File: src/rtl/riscv_pkg.sv
`default_nettype none
// ============================================================================
// Module      : riscv_pkg
// Description : Shared pipeline types: control bundle, ALU op encodings,
//               datapath default width and ID/EX stage state encoding.
// Revision    : 1.0 - initial release
// ============================================================================
package riscv_pkg;

    localparam int XLEN_DEFAULT = 32;
    localparam int REG_IDX_W    = 5;

    // ALU operation encodings carried in ctrl_t.aluOp
    typedef enum logic [3:0] {
        ALU_ADD  = 4'd0,
        ALU_SUB  = 4'd1,
        ALU_AND  = 4'd2,
        ALU_OR   = 4'd3,
        ALU_XOR  = 4'd4,
        ALU_SLL  = 4'd5,
        ALU_SRL  = 4'd6,
        ALU_SRA  = 4'd7,
        ALU_SLT  = 4'd8,
        ALU_SLTU = 4'd9,
        ALU_LUI  = 4'd10
    } alu_op_e;

    // Decoded control bundle travelling down the pipeline
    typedef struct packed {
        logic       regWrite;
        logic       memRead;
        logic       memWrite;
        logic       memToReg;
        logic       aluSrc;
        logic       branch;
        logic [3:0] aluOp;
    } ctrl_t;

    // All-zero control: no write enables, safe for bubbles and empty slots
    localparam ctrl_t CTRL_NOP = '0;

    // ID/EX stage sequencing
    typedef enum logic [0:0] {
        ST_RUN    = 1'b0,
        ST_BUBBLE = 1'b1
    } stage_state_e;

endpackage : riscv_pkg
`default_nettype wire

File: src/rtl/hazard_detect.sv
`default_nettype none
// ============================================================================
// Module      : hazard_detect
// Description : Combinational load-use hazard detector. Flags when the load
//               sitting in EX writes a non-x0 register that the instruction
//               in ID actually reads.
// Revision    : 1.0 - initial release
// ============================================================================
module hazard_detect
    import riscv_pkg::*;
(
    input  logic                 i_ex_valid,
    input  logic                 i_ex_mem_read,
    input  logic [REG_IDX_W-1:0] i_ex_rd,
    input  logic                 i_id_valid,
    input  logic                 i_id_use_rs1,
    input  logic                 i_id_use_rs2,
    input  logic [REG_IDX_W-1:0] i_id_rs1,
    input  logic [REG_IDX_W-1:0] i_id_rs2,
    output logic                 o_hazard
);

    logic w_load_in_ex;
    logic w_rs1_match;
    logic w_rs2_match;

    // x0 is hard-wired to zero, so a load targeting it never produces data
    assign w_load_in_ex = i_ex_valid & i_ex_mem_read & (i_ex_rd != '0);
    assign w_rs1_match  = i_id_use_rs1 & (i_id_rs1 == i_ex_rd);
    assign w_rs2_match  = i_id_use_rs2 & (i_id_rs2 == i_ex_rd);
    assign o_hazard     = w_load_in_ex & i_id_valid & (w_rs1_match | w_rs2_match);

endmodule : hazard_detect
`default_nettype wire

File: src/rtl/id_ex_stage.sv
`default_nettype none
// ============================================================================
// Module      : id_ex_stage
// Description : ID/EX pipeline register with load-use stall generation,
//               flush handling, RUN/BUBBLE sequencing and saturating
//               stall/flush event counters.
// Revision    : 1.0 - initial release
// ============================================================================
module id_ex_stage
    import riscv_pkg::*;
#(
    parameter int XLEN  = XLEN_DEFAULT,
    parameter int CNT_W = 16
) (
    input  logic                 clk,
    input  logic                 rst_n,
    input  logic                 id_valid,
    input  logic [XLEN-1:0]      id_pc,
    input  logic [REG_IDX_W-1:0] id_rs1,
    input  logic [REG_IDX_W-1:0] id_rs2,
    input  logic [REG_IDX_W-1:0] id_rd,
    input  logic                 id_use_rs1,
    input  logic                 id_use_rs2,
    input  logic [XLEN-1:0]      id_rs1_data,
    input  logic [XLEN-1:0]      id_rs2_data,
    input  logic [XLEN-1:0]      id_imm,
    input  ctrl_t                id_ctrl,
    input  logic                 ex_flush,
    output logic                 ex_valid,
    output logic [XLEN-1:0]      ex_pc,
    output logic [REG_IDX_W-1:0] ex_rs1,
    output logic [REG_IDX_W-1:0] ex_rs2,
    output logic [REG_IDX_W-1:0] ex_rd,
    output logic [XLEN-1:0]      ex_rs1_data,
    output logic [XLEN-1:0]      ex_rs2_data,
    output logic [XLEN-1:0]      ex_imm,
    output ctrl_t                ex_ctrl,
    output logic                 stall,
    output logic [CNT_W-1:0]     stall_cnt,
    output logic [CNT_W-1:0]     flush_cnt
);

    logic                 r_ex_valid;
    logic [XLEN-1:0]      r_ex_pc;
    logic [REG_IDX_W-1:0] r_ex_rs1;
    logic [REG_IDX_W-1:0] r_ex_rs2;
    logic [REG_IDX_W-1:0] r_ex_rd;
    logic [XLEN-1:0]      r_ex_rs1_data;
    logic [XLEN-1:0]      r_ex_rs2_data;
    logic [XLEN-1:0]      r_ex_imm;
    ctrl_t                r_ex_ctrl;
    stage_state_e         r_state;
    logic [CNT_W-1:0]     r_stall_cnt;
    logic [CNT_W-1:0]     r_flush_cnt;

    logic                 w_hazard;
    logic                 w_stall;
    logic                 w_bubble;

    hazard_detect u_hazard_detect (
        .i_ex_valid    (r_ex_valid),
        .i_ex_mem_read (r_ex_ctrl.memRead),
        .i_ex_rd       (r_ex_rd),
        .i_id_valid    (id_valid),
        .i_id_use_rs1  (id_use_rs1),
        .i_id_use_rs2  (id_use_rs2),
        .i_id_rs1      (id_rs1),
        .i_id_rs2      (id_rs2),
        .o_hazard      (w_hazard)
    );

    // A flush already kills the dependent instruction, so it masks the stall
    assign w_stall  = w_hazard & ~ex_flush;
    assign w_bubble = ex_flush | w_stall;

    // Pipeline register: bubble on flush/stall, otherwise capture decode.
    // Data fields are left untouched in a bubble since nothing consumes them.
    always_ff @(posedge clk or negedge rst_n) begin
        if (!rst_n) begin
            r_ex_valid    <= 1'b0;
            r_ex_pc       <= '0;
            r_ex_rs1      <= '0;
            r_ex_rs2      <= '0;
            r_ex_rd       <= '0;
            r_ex_rs1_data <= '0;
            r_ex_rs2_data <= '0;
            r_ex_imm      <= '0;
            r_ex_ctrl     <= CTRL_NOP;
        end else if (w_bubble) begin
            r_ex_valid    <= 1'b0;
            r_ex_rs1      <= '0;
            r_ex_rs2      <= '0;
            r_ex_rd       <= '0;
            r_ex_ctrl     <= CTRL_NOP;
        end else begin
            r_ex_valid    <= id_valid;
            r_ex_pc       <= id_pc;
            r_ex_rs1      <= id_rs1;
            r_ex_rs2      <= id_rs2;
            r_ex_rd       <= id_rd;
            r_ex_rs1_data <= id_rs1_data;
            r_ex_rs2_data <= id_rs2_data;
            r_ex_imm      <= id_imm;
            r_ex_ctrl     <= id_valid ? id_ctrl : CTRL_NOP;
        end
    end

    // RUN/BUBBLE sequencing; a flush arriving during BUBBLE keeps it there
    always_ff @(posedge clk or negedge rst_n) begin
        if (!rst_n) begin
            r_state <= ST_RUN;
        end else begin
            case (r_state)
                ST_RUN: begin
                    if (w_stall) begin
                        r_state <= ST_BUBBLE;
                    end
                end
                ST_BUBBLE: begin
                    if (!ex_flush) begin
                        r_state <= ST_RUN;
                    end
                end
                default: r_state <= ST_RUN;
            endcase
        end
    end

    // Saturating event counters: hold at all-ones rather than wrap
    always_ff @(posedge clk or negedge rst_n) begin
        if (!rst_n) begin
            r_stall_cnt <= '0;
            r_flush_cnt <= '0;
        end else begin
            if (w_stall && (r_stall_cnt != {CNT_W{1'b1}})) begin
                r_stall_cnt <= r_stall_cnt + CNT_W'(1);
            end
            if (ex_flush && r_ex_valid && (r_flush_cnt != {CNT_W{1'b1}})) begin
                r_flush_cnt <= r_flush_cnt + CNT_W'(1);
            end
        end
    end

    // The bubble clears memRead, so a hazard cannot re-trigger while in BUBBLE
    a_no_stall_in_bubble : assert property (
        @(posedge clk) disable iff (!rst_n) (r_state == ST_BUBBLE) |-> !w_stall
    );

    assign ex_valid    = r_ex_valid;
    assign ex_pc       = r_ex_pc;
    assign ex_rs1      = r_ex_rs1;
    assign ex_rs2      = r_ex_rs2;
    assign ex_rd       = r_ex_rd;
    assign ex_rs1_data = r_ex_rs1_data;
    assign ex_rs2_data = r_ex_rs2_data;
    assign ex_imm      = r_ex_imm;
    assign ex_ctrl     = r_ex_ctrl;
    assign stall       = w_stall;
    assign stall_cnt   = r_stall_cnt;
    assign flush_cnt   = r_flush_cnt;

endmodule : id_ex_stage
`default_nettype wire

File: config.mk
export PLATFORM = sky130hd
export DESIGN_NAME = id_ex_stage
export DESIGN_NICKNAME = d
export VERILOG_FILES = /design/src/rtl/riscv_pkg.sv /design/src/rtl/hazard_detect.sv /design/src/rtl/id_ex_stage.sv
export SDC_FILE = /design/constraint.sdc
export NUM_CORES = 1
export LEC_CHECK = 0
export ABC_AREA = 1
export BUFFER_PORTS_ARGS = -buffer_cell sky130_fd_sc_hd__buf_2
export CAP_MARGIN = 40
export CORE_MARGIN = 10
export CORE_UTILIZATION = 51
export CTS_CLUSTER_DIAMETER = 50
export DETAILED_ROUTE_END_ITERATION = 16
export PLACE_DENSITY = 0.88
export SLEW_MARGIN = 20
export SYNTH_ARGS = -nofsm -noshare
export SYNTH_HDL_FRONTEND = slang
export SYNTH_HIERARCHICAL = 1
export SYNTH_SLANG_ARGS = --single-unit
File: constraint.sdc
create_clock -name clk -period 3.6 [get_ports clk]
set_input_delay 0.36 -clock clk [delete_from_list [all_inputs] [get_ports clk]]
set_output_delay 0.36 -clock clk [all_outputs]
set_load 0.02 [all_outputs]
==> metrics.md <==
| Metric | Value |
|---|---|
| Overall power | `5.252 mW` |
| Antenna viol nets, final | `0` |
| Initial antenna violation count | `6` |
| Cell Area, Synth | `a little under 8000 sq um` |
| CTS tree | `yes` |
| Worst path cell trace | `inv_2 > nand2_1 > nand2_1 > nor2_1 > nand3_1 > a21oi_2 > nand2_1 > nor2_2 > inv_2 > nand2_1 > nand2_1` |
| CP Capture Type | `flop` |
| Dpl cells | `~1500` |
| Area Growth Syn to Fin | `33.04%` |
| CP top delay family | `simple AND/OR/NAND/NOR gates` |
| Post-synthesis mux area share | `0` |
| # rows | `between 40 and 50` |
| Via Count | `approximately 7400` |
| Type of the worst min-delay path | `in -> reg` |
| Final WL | `roughly 26000 um` |
| Startpoint types | `flop` |
| FILL cells | `approximately 1200` |
| Yosys warning count | `6` |
| Worst skew pair latency | `~0.43 ns` |
| Starting Density | `0.5195` |
| Worst EP arrival | `2.68 ns` |
| Final core utilization | `0.6912` |
| Synth Area in Adders | `0.003180` |
| Most used cell, CP | `nand2_1` |
| Io pins | `roughly 350` |
| Sink Count | `between 150 and 200` |
| Max Slew Vio Count | `0` |
| Vias in the first global route | `7713` |
| Synth cell types | `25` |
| VDD IR max | `0.0003265 V` |
| Worst EP required | `between 3 and 4 ns` |
| Gr usage total | `0.2454` |
| Slew headroom | `0.5119` |
| Mapped Cells | `approximately 960` |
| Crit path time final | `about 2.4 ns` |
| F_max | `roughly 420 MHz` |
| CP max FO | `13` |
| Post-Synth XOR/XNOR Area | `0.01336` |
| Final HPWL DP | `between 15000 and 20000 um` |
| Final Hold Fails | `0` |
| Top cell type by total area after synthesis | `dfrtp_1` |
| Compound-Gate Fraction of Synth Area | `0.01479` |
| Via density | `just under 5` |
| Chip width | `about 140 um` |
| Synthesis-stage register bit count | `186` |
| Die area | `~21000 sq um` |
| DR WL/cell | `around 17 um` |
| Overflow after GRT | `0` |
| Post-Layout Cell Count | `roughly 1500` |
| Reg area | `around 4700 sq um` |
| Synth Area in Simple Gates | `0.3309` |
| PortBufs | `345` |
| Setup bufs post-CTS | `0` |
| Critical path's slowest cell | `nor2_2` |
| Top post-synthesis cells by area | `dfrtp_1 (59%), nand2_1 (26%), nor2_1 (3.3%)` |
| Leakage power | `between 6 and 7 nW` |
| Register area share after synthesis | `0.5915` |
| # DRC | `0` |
| Largest family of logic cells by synthesized area | `simple AND/OR/NAND/NOR gates` |
| Setup repair after global routing missed its margin | `false` |
| Status | `finished, final reports clean` |
| Clock tree root buffer cell | `clkbuf_16` |
| Share of the synthesized area in the top cell type | `0.5915` |
| Clock Pin Slew Worst Setup and Hold Paths | `~0.07 ns` |
| Die Y | `around 140 um` |
| Core region area | `between 15000 and 20000 sq um` |
| Pin count of the biggest net entering global routing | `91` |
| Most frequent cells in the layout | `nand2_1 (537), buf_2 (344), dfrtp_1 (186)` |
| Max Cap Violations | `0` |
| Nets | `~1500` |
| Synth Area per Inst | `8.188 sq um` |
| Clock buffer depth | `2` |
| First-pass GRT wire length | `between 40000 and 50000 um` |
| H-tree levels | `4` |
| Commonest non-fill, non-tap cell in the layout | `nand2_1` |
| CTS resizes | `0` |
| Setup-failing EPs final | `0` |
| P per Cell Area | `between 500 and 600 nW/um^2` |
| Detailed Route Iter0 Violations | `roughly 620` |
| Crit share post-route | `0.6583` |
| CP Buf/Inv Count | `2` |
| Syn_nets | `~1100` |
| Layout cells sized above 1 | `0.3184` |
| Pre-antenna DRT Iters | `7` |
| Multi-input gate area | `2858 sq um` |
| Total CTS buffers | `17` |
| Critical path class | `reg -> reg` |
| Clock Skews | `0.01326 ns` |
| Post-route setup TNS | `0 ns` |
| CP peak stage delay | `0.57 ns` |
| Measured slew at the worst slew-check pin | `roughly 0.73 ns` |
| GPL Wtd Cong | `just over 0.9` |
-- routing by layer --
layer / GRT usage / vias to the layer above / wire (um) / share of wire
met5: 0 / - / 0 / 0
met4: 0.1128 / 0 / 845 / 0.033
met3: 0.08462 / 60 / 2426 / 0.095
met2: 0.4204 / 335 / 12980 / 0.51
met1: 0.2690 / 3458 / 9373 / 0.37
li1: - / 3587 / - / -
-- where the power goes --
group / total [mW] / leakage, nW / internal, mW / switching (mW)
sequential: 2.37 / 2.31 / 2.25 / 0.116
clock: 2.04 / 0.315 / 1.20 / 0.836
combinational: 0.845 / 3.52 / 0.282 / 0.563
-- logic make-up after synthesis --
| group | Yosys count |
|---|---|
| compound gates | 18 |
| simple gates | 657 |
| fa+ha+maj | 2 |
| flops | 186 |
| xor+xnor | 12 |
| buf+inv | 86 |
-- stage by stage --
stage                     area, sq um  worst slack [ns]  hold WS (ns)
after floorplan                  7869             1.931       0.06441
after global placement           9762             1.371        0.4488
after detailed placement         9762             1.260        0.4533
after CTS                       10410             1.296       0.04203
after global routing            10460             1.026        0.1166
final                           10470             1.230        0.1299
-- state kept, by name (all words and copies together) (netlist names) --
register     cells
ex_ctrl         10
ex_imm          32
ex_pc           32
ex_rd            5
ex_rs1           5
ex_rs1_data     32
ex_rs2           5
ex_rs2_data     32
ex_valid         1
flush_cnt       16
stall_cnt       16
-- cells in the mapped netlist --
library cell / instances
nor2_4: 1
nand3b_1: 4
buf_6: 2
nand3_4: 1
nand4_1: 11
a21oi_2: 1
clkbuf_1: 10
inv_1: 46
nor2_1: 69
nor2_2: 5
nand3_1: 17
dfrtp_1: 186
a21oi_1: 1
and2_1: 2
xor2_1: 6
inv_2: 7
buf_2: 21
o21ai_1: 1
nand2_4: 2
o21ai_2: 6
xnor2_1: 6
nand2_1: 537
o21ai_0: 9
ha_1: 2
nand2_2: 8
-- final timing paths --
path                       slack [ns]                     endpoint  cells past startpoint                        start
setup / recovery                 1.23    stall_cnt[15]$_DFFE_PN0P_                     11           ex_rd[0]$_DFF_PN0_
hold / removal                   0.13       ex_imm[29]$_DFFE_PN0P_                      3                   id_imm[29]
setup reg to reg                 1.23    stall_cnt[15]$_DFFE_PN0P_                     11           ex_rd[0]$_DFF_PN0_
hold reg to reg                  0.46  ex_rs2_data[20]$_DFFE_PN0P_                      2  ex_rs2_data[20]$_DFFE_PN0P_
max in group asynchronous        2.18   ex_rs2_data[9]$_DFFE_PN0P_                      4                        rst_n
min in group asynchronous        0.43          ex_rs2[1]$_DFF_PN0_                      2                        rst_n
-- timing repair --
item | in CTS | in global routing
setup endpoints to repair | 0 | 0
hold buffers | 0 | 1
endpoints found under the hold margin | 0 | 38
-- cell type report --
| class | count | area share |
|---|---|---|
| sequential | 186 | 0.4446 |
| multi-input combinational | 689 | 0.2730 |
| timing repair buffer | 356 | 0.1768 |
| clock buffer | 18 | 0.04195 |
| tap | 188 | 0.02247 |
| clock inverter | 14 | 0.01984 |
| inverter | 53 | 0.01924 |
| antenna | 9 | 0.002151 |
-- worst reg2reg max path: cells and delay by family (launching register included) --
kind                   cells  cell delay [ns]
and+or+nand+nor            8             1.29
DFF                        1             0.40
buffers and inverters      2             0.30
AOI/OAI and AO/OA          1             0.26
Note: power is estimated with default switching activity, not from simulation.
